`config.mk`:
```
export PLATFORM = sky130hd
export DESIGN_NAME = exe_unit
export DESIGN_NICKNAME = d
export VERILOG_FILES = /design/src/rtl/exe_unit.sv
export SDC_FILE = /design/constraint.sdc
export NUM_CORES = 1
export LEC_CHECK = 0
export CORE_UTILIZATION = 35
export CTS_CLUSTER_SIZE = 20
export DETAILED_ROUTE_END_ITERATION = 10
export HOLD_SLACK_MARGIN = 0.12
export PLACE_DENSITY_LB_ADDON = 0.25
export SKIP_CTS_REPAIR_TIMING = 1
export SYNTH_ARGS = -nofsm -noshare
export SYNTH_HDL_FRONTEND = slang
export SYNTH_SLANG_ARGS = --single-unit
```
`constraint.sdc`:
```
create_clock -name i_clk -period 13.3 [get_ports i_clk]
set_input_delay 1.33 -clock i_clk [delete_from_list [all_inputs] [get_ports i_clk]]
set_output_delay 1.33 -clock i_clk [all_outputs]
set_load 0.05 [all_outputs]
```
`src/rtl/exe_unit.sv`:
```
`default_nettype none
// ============================================================================
// Module   : exe_unit
// Brief    : 10-bit execute stage. It contains a 16-entry register file and an
//            8-op combinational ALU, and registers the status flags.
// Revision : 1.0 - initial release
// ============================================================================
module exe_unit (
   input  logic              i_clk,
   input  logic              i_rsn,
   input  logic [2:0]        i_oper,
   input  logic [3:0]        i_reg0,
   input  logic [3:0]        i_reg1,
   input  logic [3:0]        i_reg2,
   input  logic signed [9:0] i_data2,
   input  logic signed [9:0] i_data,
   input  logic              i_imm,
   output logic [3:0]        o_flag,
   output logic signed [9:0] o_data
);

   localparam logic [2:0] c_op_add  = 3'd0;
   localparam logic [2:0] c_op_sub  = 3'd1;
   localparam logic [2:0] c_op_max  = 3'd2;
   localparam logic [2:0] c_op_min  = 3'd3;
   localparam logic [2:0] c_op_and  = 3'd4;
   localparam logic [2:0] c_op_or   = 3'd5;
   localparam logic [2:0] c_op_xor  = 3'd6;
   localparam logic [2:0] c_op_xnor = 3'd7;

   logic signed [9:0] r_regs [16];
   logic [3:0]        r_flag;

   logic signed [9:0] w_a;
   logic signed [9:0] w_b;
   logic signed [9:0] w_res;
   logic [10:0]       w_sum;
   logic [10:0]       w_diff;
   logic              w_c;
   logic              w_v;
   logic [3:0]        w_flag;

   // Entry 0 is never written, so it stays 0 after reset; the mux makes that explicit.
   assign w_a = (i_reg0 == 4'd0) ? 10'sd0 : r_regs[i_reg0];
   assign w_b = i_imm ? i_data : ((i_reg1 == 4'd0) ? 10'sd0 : r_regs[i_reg1]);

   assign w_sum  = {1'b0, w_a} + {1'b0, w_b};
   // Bit 10 of the zero-extended difference is the unsigned borrow (A < B).
   assign w_diff = {1'b0, w_a} - {1'b0, w_b};

   always_comb begin
      w_res = w_sum[9:0];
      w_c   = 1'b0;
      w_v   = 1'b0;
      case (i_oper)
         c_op_add: begin
            w_res = w_sum[9:0];
            w_c   = w_sum[10];
            w_v   = (w_a[9] == w_b[9]) && (w_sum[9] != w_a[9]);
         end
         c_op_sub: begin
            w_res = w_diff[9:0];
            w_c   = w_diff[10];
            w_v   = (w_a[9] != w_b[9]) && (w_diff[9] != w_a[9]);
         end
         c_op_max:  w_res = (w_a > w_b) ? w_a : w_b;
         c_op_min:  w_res = (w_a < w_b) ? w_a : w_b;
         c_op_and:  w_res = w_a & w_b;
         c_op_or:   w_res = w_a | w_b;
         c_op_xor:  w_res = w_a ^ w_b;
         c_op_xnor: w_res = ~(w_a ^ w_b);
         default:   w_res = w_sum[9:0];
      endcase
   end

   assign w_flag = {w_v, w_c, w_res[9], (w_res == 10'sd0)};

   always_ff @(posedge i_clk or negedge i_rsn) begin
      if (!i_rsn) begin
         for (int i = 0; i < 16; i++) begin
            r_regs[i] <= '0;
         end
         r_flag <= '0;
      end else begin
         if (i_reg2 != 4'd0) begin
            r_regs[i_reg2] <= i_data2;
         end
         r_flag <= w_flag;
      end
   end

   assign o_data = w_res;
   assign o_flag = r_flag;

endmodule
`default_nettype wire

```
==> results of run 1 <==
critical path, stage by stage:
cell and delay [ps]:
buf_2 70, buf_4 620, nor2b_1 400, a22o_1 330
mux4_2 520, mux2i_1 320, inv_1 110, ha_1 440
nor4_2 320, nand3_1 140, o21ai_2 200, o21ai_1 140
a211oi_4 760, mux2i_1 180, a21oi_1 220, o22ai_1 100
a211o_1 350, clkdlybuf4s50_1 710
power breakdown:
part / switching [mW] / internal (mW)
Sequential: 0.0712 / 0.572
Clock: 0.196 / 0.320
Combinational: 0.336 / 0.313
routing by layer:
layer / vias to the layer above / global-route usage, % / share of wire, %
met1: 3801 / 28.3 / 45
li1: 3224 / - / -
met5: - / 0 / 0
met2: 203 / 32.6 / 47
met3: 43 / 4.44 / 5.2
met4: 0 / 6.66 / 2.4
state kept, by name, summed over array words and instances (netlist names):
signal,flops
o_flag,4
r_regs,150
logic make-up (layout without fill, tap and decap cells):
kind of cell	Yosys count	after routing	synth area share (%)
buffers and inverters	101	132	4.48
AND/OR/NAND/NOR	136	136	6.41
AO/OA/AOI/OAI	157	157	10.3
multiplexers	258	258	35.5
flip-flops	154	154	38.0
adder cells (fa/ha/maj)	32	32	4.09
XOR/XNOR	15	15	1.29
path summary, 6_finish.rpt:
| path | start | to | slack, ps | cells after the start |
|---|---|---|---|---|
| min in group asynchronous | i_rsn | r_regs[98] | 950 | 1 |
| min | r_regs[57] | r_regs[57] | 520 | 1 |
| max | i_reg1[0] | o_data[8] | 4670 | 18 |
| max in group asynchronous | i_rsn | r_regs[107] | 10870 | 2 |
| max reg2reg | r_regs[6] | o_flag[0] | 8180 | 15 |
| min reg2reg | r_regs[57] | r_regs[57] | 520 | 1 |
cell usage after synthesis, drive strengths merged (6+ instances only):
master and number:
a211oi 7, a21oi 37, a22o 7, a22oi 7
buf 30, clkbuf 36, dfrtp 154, ha 30
inv 35, mux2 182, mux2i 14, mux4 62
nand2 37, nand2b 13, nor2 42, nor2b 12
nor3 13, o21ai 43, o22ai 6, xnor2 8
xor2 7
stage by stage:
stage / util, % / worst slack [ps] / cells
finish: 41.0 / 4670 / 1262
global route: 41.0 / 4340 / 1262
CTS: 41.0 / 4690 / 1262
detailed placement: 38.8 / 4710 / 1230
global placement: 38.8 / 4770 / 1230
floorplan: - / 6230 / 853
area by class of cell:
class / count / area (um^2) / area share (%)
tap: 378 / 473 / 4.09
inverter: 35 / 131 / 1.14
clock inverter: 10 / 165 / 1.43
clock buffer: 22 / 454 / 3.93
timing repair buffer: 65 / 597 / 5.17
sequential: 154 / 3850 / 33.4
multi-input combinational: 598 / 5880 / 50.9
==> results.md, run 1 <==
- Die width: roughly 170 um
- Dpl cell area: about 11000 um^2
- Final cycle utilization of the critical path: 64.9%
- Sequential element share of the synthesized area: ~38%
- Cell area after synthesis: around 10000 um^2
- Result of the run: complete, no violations
- Antenna Cells: 0
- Final hold slack: around 520 ps
- Power Density: 157 nW/um^2
- Layout net count: between 900 and 1000
- Fraction of registers with async set or reset after synthesis: 100%
- First-pass GRT wire length: approximately 45 mm
- Clock sinks: about 150
- WP data arrival: about 7300 ps
- Slew Viols, Final: 0
- Fin. Hold Viols: 0
- Antenna violation net count after detailed routing: 0
- Slew headroom: 27.4%
- Post-synth EDFFs: 0
- Avg Cell Area, Syn: around 12 um^2
- Worst-Margin Slew: approximately 1100 ps
- Vias per cell: slightly below 6
- Layout cells sized above 1: 35.6%
- Port bufs: 51
- Post-DP HPWL: just under 20 mm
- # rows: 61
- Final setup violation count: 0
- Crit. End Element: output pin
- CTS Buffer Depth: 2
- Area Growth Syn to Fin: 13.8%
- Antenna violations before repair: 0
- Clk pin slew, worst setup/hold paths: 60 ps
- Maximum number of pins on one net before global-route repair: 86
- Peak supply drop: 0.0879 mV
- Synth Warn #: 0
- Final instance area: roughly 12000 um^2
- Routed len/inst: 23.0 um
- Min-Delay Path Class: reg2reg
- Flip-flop and latch count after synthesis: between 150 and 200
- Fill cells: approximately 2700
- CTS tree: done
- Most common cell after layout, fill and taps aside: mux2_2
- WS Path Type: in2out
- Total gr overflow: 0
- Fmax: between 100 and 150 MHz
- Minimum clock period: 8630 ps
- 1st-pass router iterations: 5
- Final WL: approximately 29 mm
- H-Tree Depth: 4
- Vias in the first global route: 7277
- Clock Skews: 8.35 ps
- Leakage: ~4.6 nW
- Skew-Pair Late Insertion Delay: between 400 and 500 ps
- Mapped Nets: around 900
- Most frequent cells in the layout: mux2_2, dfrtp_1, mux4_2, clkdlybuf4s50_1, o21ai_0
- Initial DRC count: approximately 650
- Via Count: between 7000 and 8000
- Req. time, crit path: roughly 12000 ps
- Synth area leaders: dfrtp_1, mux2_2, mux4_2, ha_1, o21ai_0
- CP Max Fanout: 42
- Largest area contributor in the synthesized netlist: dfrtp_1
- RSZ-0062 raised after global routing: no
- I/O pins: 52
- Full die area: 29700 um^2
- Chip Height: between 150 and 200 um
- Gr usage total: between 20% and 30%
- Num CTS Buffers: 17
- Clock root buffer: clkbuf_16
- Setup TNS: 0 ps
- CP Launch Type: input port
- GPL Wtd Cong: 0.887
- Core ar.: 28200 um^2
- Share of Yosys cell area claimed by the top area cell type: around 38%
- Netlist cell types: between 60 and 70
- # DRC: 0
- Power Total: ~1.8 mW
- Ys flop type: dfrtp_1
- Max-cap violations: 0
- Post-Syn Instances: roughly 850
- Initial Util: a little over a third
(Power assumes the default switching activity.)
==> run 2: changes to the inputs <==
- clock period: 13.3 -> 7.6 ns (I/O delays scaled with it)
==> run 2 against run 1 <==
Utilization grew 0.30 points. Clock power grew 59%. Total power grew 72%. Final cell count grew 1.0%. Final area grew 0.74%. Global-route usage grew 0.62 points. First-iteration DRC count grew 5.4%.
==> results.md, run 2 (synthesis gave the netlist of run 1 again) <==
- Comb pwr share: 37.3% (was 35.9%)
- Peak supply drop: 0.146 mV (was 0.0879 mV)
- Crit. End Element: output pin (unchanged)
- NetSw: 1.09 mW (was 0.603 mW)
- Port bufs: 51 (unchanged)
- Vias per cell: 5.81 (was 5.76)
- RSZ-0062 raised after global routing: no (unchanged)
- Setup TNS: 0 ps (unchanged)
- CP Max Fanout: 29 (was 42)
- Antenna violations before repair: 0 (unchanged)
- Antenna violation net count after detailed routing: 0 (unchanged)
- Final WL: 29.7 mm (was 29.0 mm)
- Clock Skews: 9.31 ps (was 8.35 ps)
- First-pass GRT wire length: 46.4 mm (was 44.9 mm)
- Sw Ratio: 34.9% (was 33.4%)
- Die width: 172 um (unchanged)
- Footprint of the multi-input gates: 5880 um^2 (about the same)
- Clk pin slew, worst setup/hold paths: 70 ps (was 60 ps)
- Vias in the first global route: 7352 (was 7277)
- CTS Buffer Depth: 2 (unchanged)
- FF-to-FF Start: r_regs[129] (was r_regs[6])
- Most frequent cells in the layout: mux2_2, dfrtp_1, mux4_2, o21ai_0, nor2_1 (was mux2_2, dfrtp_1, mux4_2, clkdlybuf4s50_1, o21ai_0)
- Slew headroom: 20.3% (was 27.4%)
- # DRC: 0 (unchanged)
- Core ar.: 28200 um^2 (unchanged)
- P_int: 2.03 mW (was 1.20 mW)
- Slew Viols, Final: 0 (unchanged)
- WS Path Type: in2out (unchanged)
- Initial Util: 36.0% (unchanged)
- CP Launch Type: input port (unchanged)
- Full die area: 29700 um^2 (unchanged)
- CTS tree: done (unchanged)
- Most flops, register: r_regs (unchanged)
- WP data arrival: 6050 ps (was 7300 ps)
- Pre-CTS WS: 857 ps (was 4710 ps)
- Most common cell after layout, fill and taps aside: mux2_2 (unchanged)
- Clock sinks: 154 (unchanged)
- Min-Delay Path Class: in2async (was reg2reg)
- Req. time, crit path: 6840 ps (was 11970 ps)
- # rows: 61 (unchanged)
- Gr usage total: 21.3% (was 20.7%)
- Register area: 3850 um^2 (unchanged)
- Final cycle utilization of the critical path: 89.6%
- Reg power frac: 36.4% (was 35.6%)
- I/O pins: 52 (unchanged)
- Worst R2R End: o_flag[0] (unchanged)
- Minimum clock period: between 6000 and 7000 ps
- Fin. Hold Viols: 0 (unchanged)
- Fill cells: 2650 (was 2688)
- Fmax: between 100 and 150 MHz
- Result of the run: complete, no violations (unchanged)
- H-Tree Depth: 4 (unchanged)
- R2R Setup Slk: 2530 ps (was 8180 ps)
- R2R depth: 13 (was 15)
- Worst-Margin Slew: 1180 ps (was 1080 ps)
- Maximum number of pins on one net before global-route repair: 87 (was 86)
- Power Density: 268 nW/um^2 (was 157 nW/um^2)
- Clock Power Share: 26.4% (was 28.5%)
- Post-DP HPWL: 20.1 mm (was 19.4 mm)
- Initial DRC count: 688 (was 653)
- Clock root buffer: clkbuf_16 (unchanged)
- Via Count: 7410 (was 7271)
- Post-route setup slack: 790 ps (was 4670 ps)
- Layout cells sized above 1: 37.8% (was 35.6%)
- Routed len/inst: 23.3 um (was 23.0 um)
- Leakage: 4.73 nW (was 4.65 nW)
- 1st-pass router iterations: 5 (unchanged)
- Chip Height: 172 um (unchanged)
- Skew-Pair Late Insertion Delay: 440 ps (was 430 ps)
- Layout net count: 955 (was 941)
- Area Growth Syn to Fin: 14.7% (was 13.8%)
- Max FFs per register: 150 (unchanged)
- Max-cap violations: 0 (unchanged)
- Final setup violation count: 0 (unchanged)
- Total gr overflow: 0 (unchanged)
- Antenna Cells: 0 (unchanged)
- GPL Wtd Cong: 0.955 (was 0.887)
- Num CTS Buffers: 17 (unchanged)
==> run 2: cell count changes in the layout (fill, tap and decap cells not counted), moves of 3 or more <==
cell | previous run | this run
clkdlybuf4s50_1 | 46 | 37
buf_12 | 0 | 5
buf_4 | 14 | 32
inv_6 | 2 | 5
bufinv_16 | 4 | 1
clkbuf_1 | 4 | 1
==> run 2: worst max-delay path by stage <==
stage               cells after the start       from   endpoint  slack (ps)
floorplan                              19  i_reg1[2]  o_data[3]        1670
global placement                       17  i_reg1[0]  o_data[8]         920
detailed placement                     16  i_reg1[0]  o_data[9]         860
CTS                                    16  i_reg1[0]  o_data[9]         840
global route                           17  i_reg1[0]  o_data[8]         500
finish                                 16  i_reg1[1]  o_data[5]         790
==> run 2: routing by layer <==
metal / share of wire, % / track usage [%] / wire (um) / vias to the layer above
li1: - / - / - / 3253
met1: 45 / 29.6 / 13500 / 3882
met2: 49 / 34.5 / 14400 / 235
met3: 4.5 / 3.18 / 1320 / 40
met4: 1.6 / 6.08 / 476 / 0
met5: 0 / 0 / 0 / -
==> run 2: worst max-delay path, cell delays in order <==
cell and delay, ps:
buf_2 620, buf_4 320, mux2_2 350, a22o_1 170, mux4_2 510, mux2i_1 270, inv_1 120, ha_1 420
nor4_2 290, nand3_1 140, o21ai_2 200, o21ai_1 140, a211oi_4 620, o211ai_2 130, nand4_1 140, clkdlybuf4s50_1 810
==> run 2: power groups by stage <==
stage | Combinational, mW | Sequential (mW) | Clock, mW
2_1_floorplan | 0.859 | 1.11 | 0
3_3_place_gp | 1.14 | 1.14 | 0
3_5_place_dp | 1.15 | 1.14 | 0
4_1_cts | 1.15 | 1.13 | 0.841
5_1_grt | 1.25 | 1.16 | 0.878
6_report | 1.16 | 1.13 | 0.822
==> run 2: stage by stage <==
step	power (mW)	util, %	std cells	instance area, um^2	hold WS [ps]
after floorplan	1.97	-	853	10100	464
after global placement	2.28	39.3	1244	11100	506
after detailed placement	2.29	39.3	1244	11100	511
after CTS	3.12	41.3	1275	11600	399
after global routing	3.29	41.3	1275	11600	447
final	3.12	41.3	1275	11600	371
==> run 2: cell type report <==
class | instances | share of cell area (%)
clock buffer | 19 | 3.81
clock inverter | 12 | 0.968
inverter | 35 | 1.13
multi-input combinational | 598 | 50.5
sequential | 154 | 33.1
tap | 378 | 4.06
timing repair buffer | 79 | 6.38
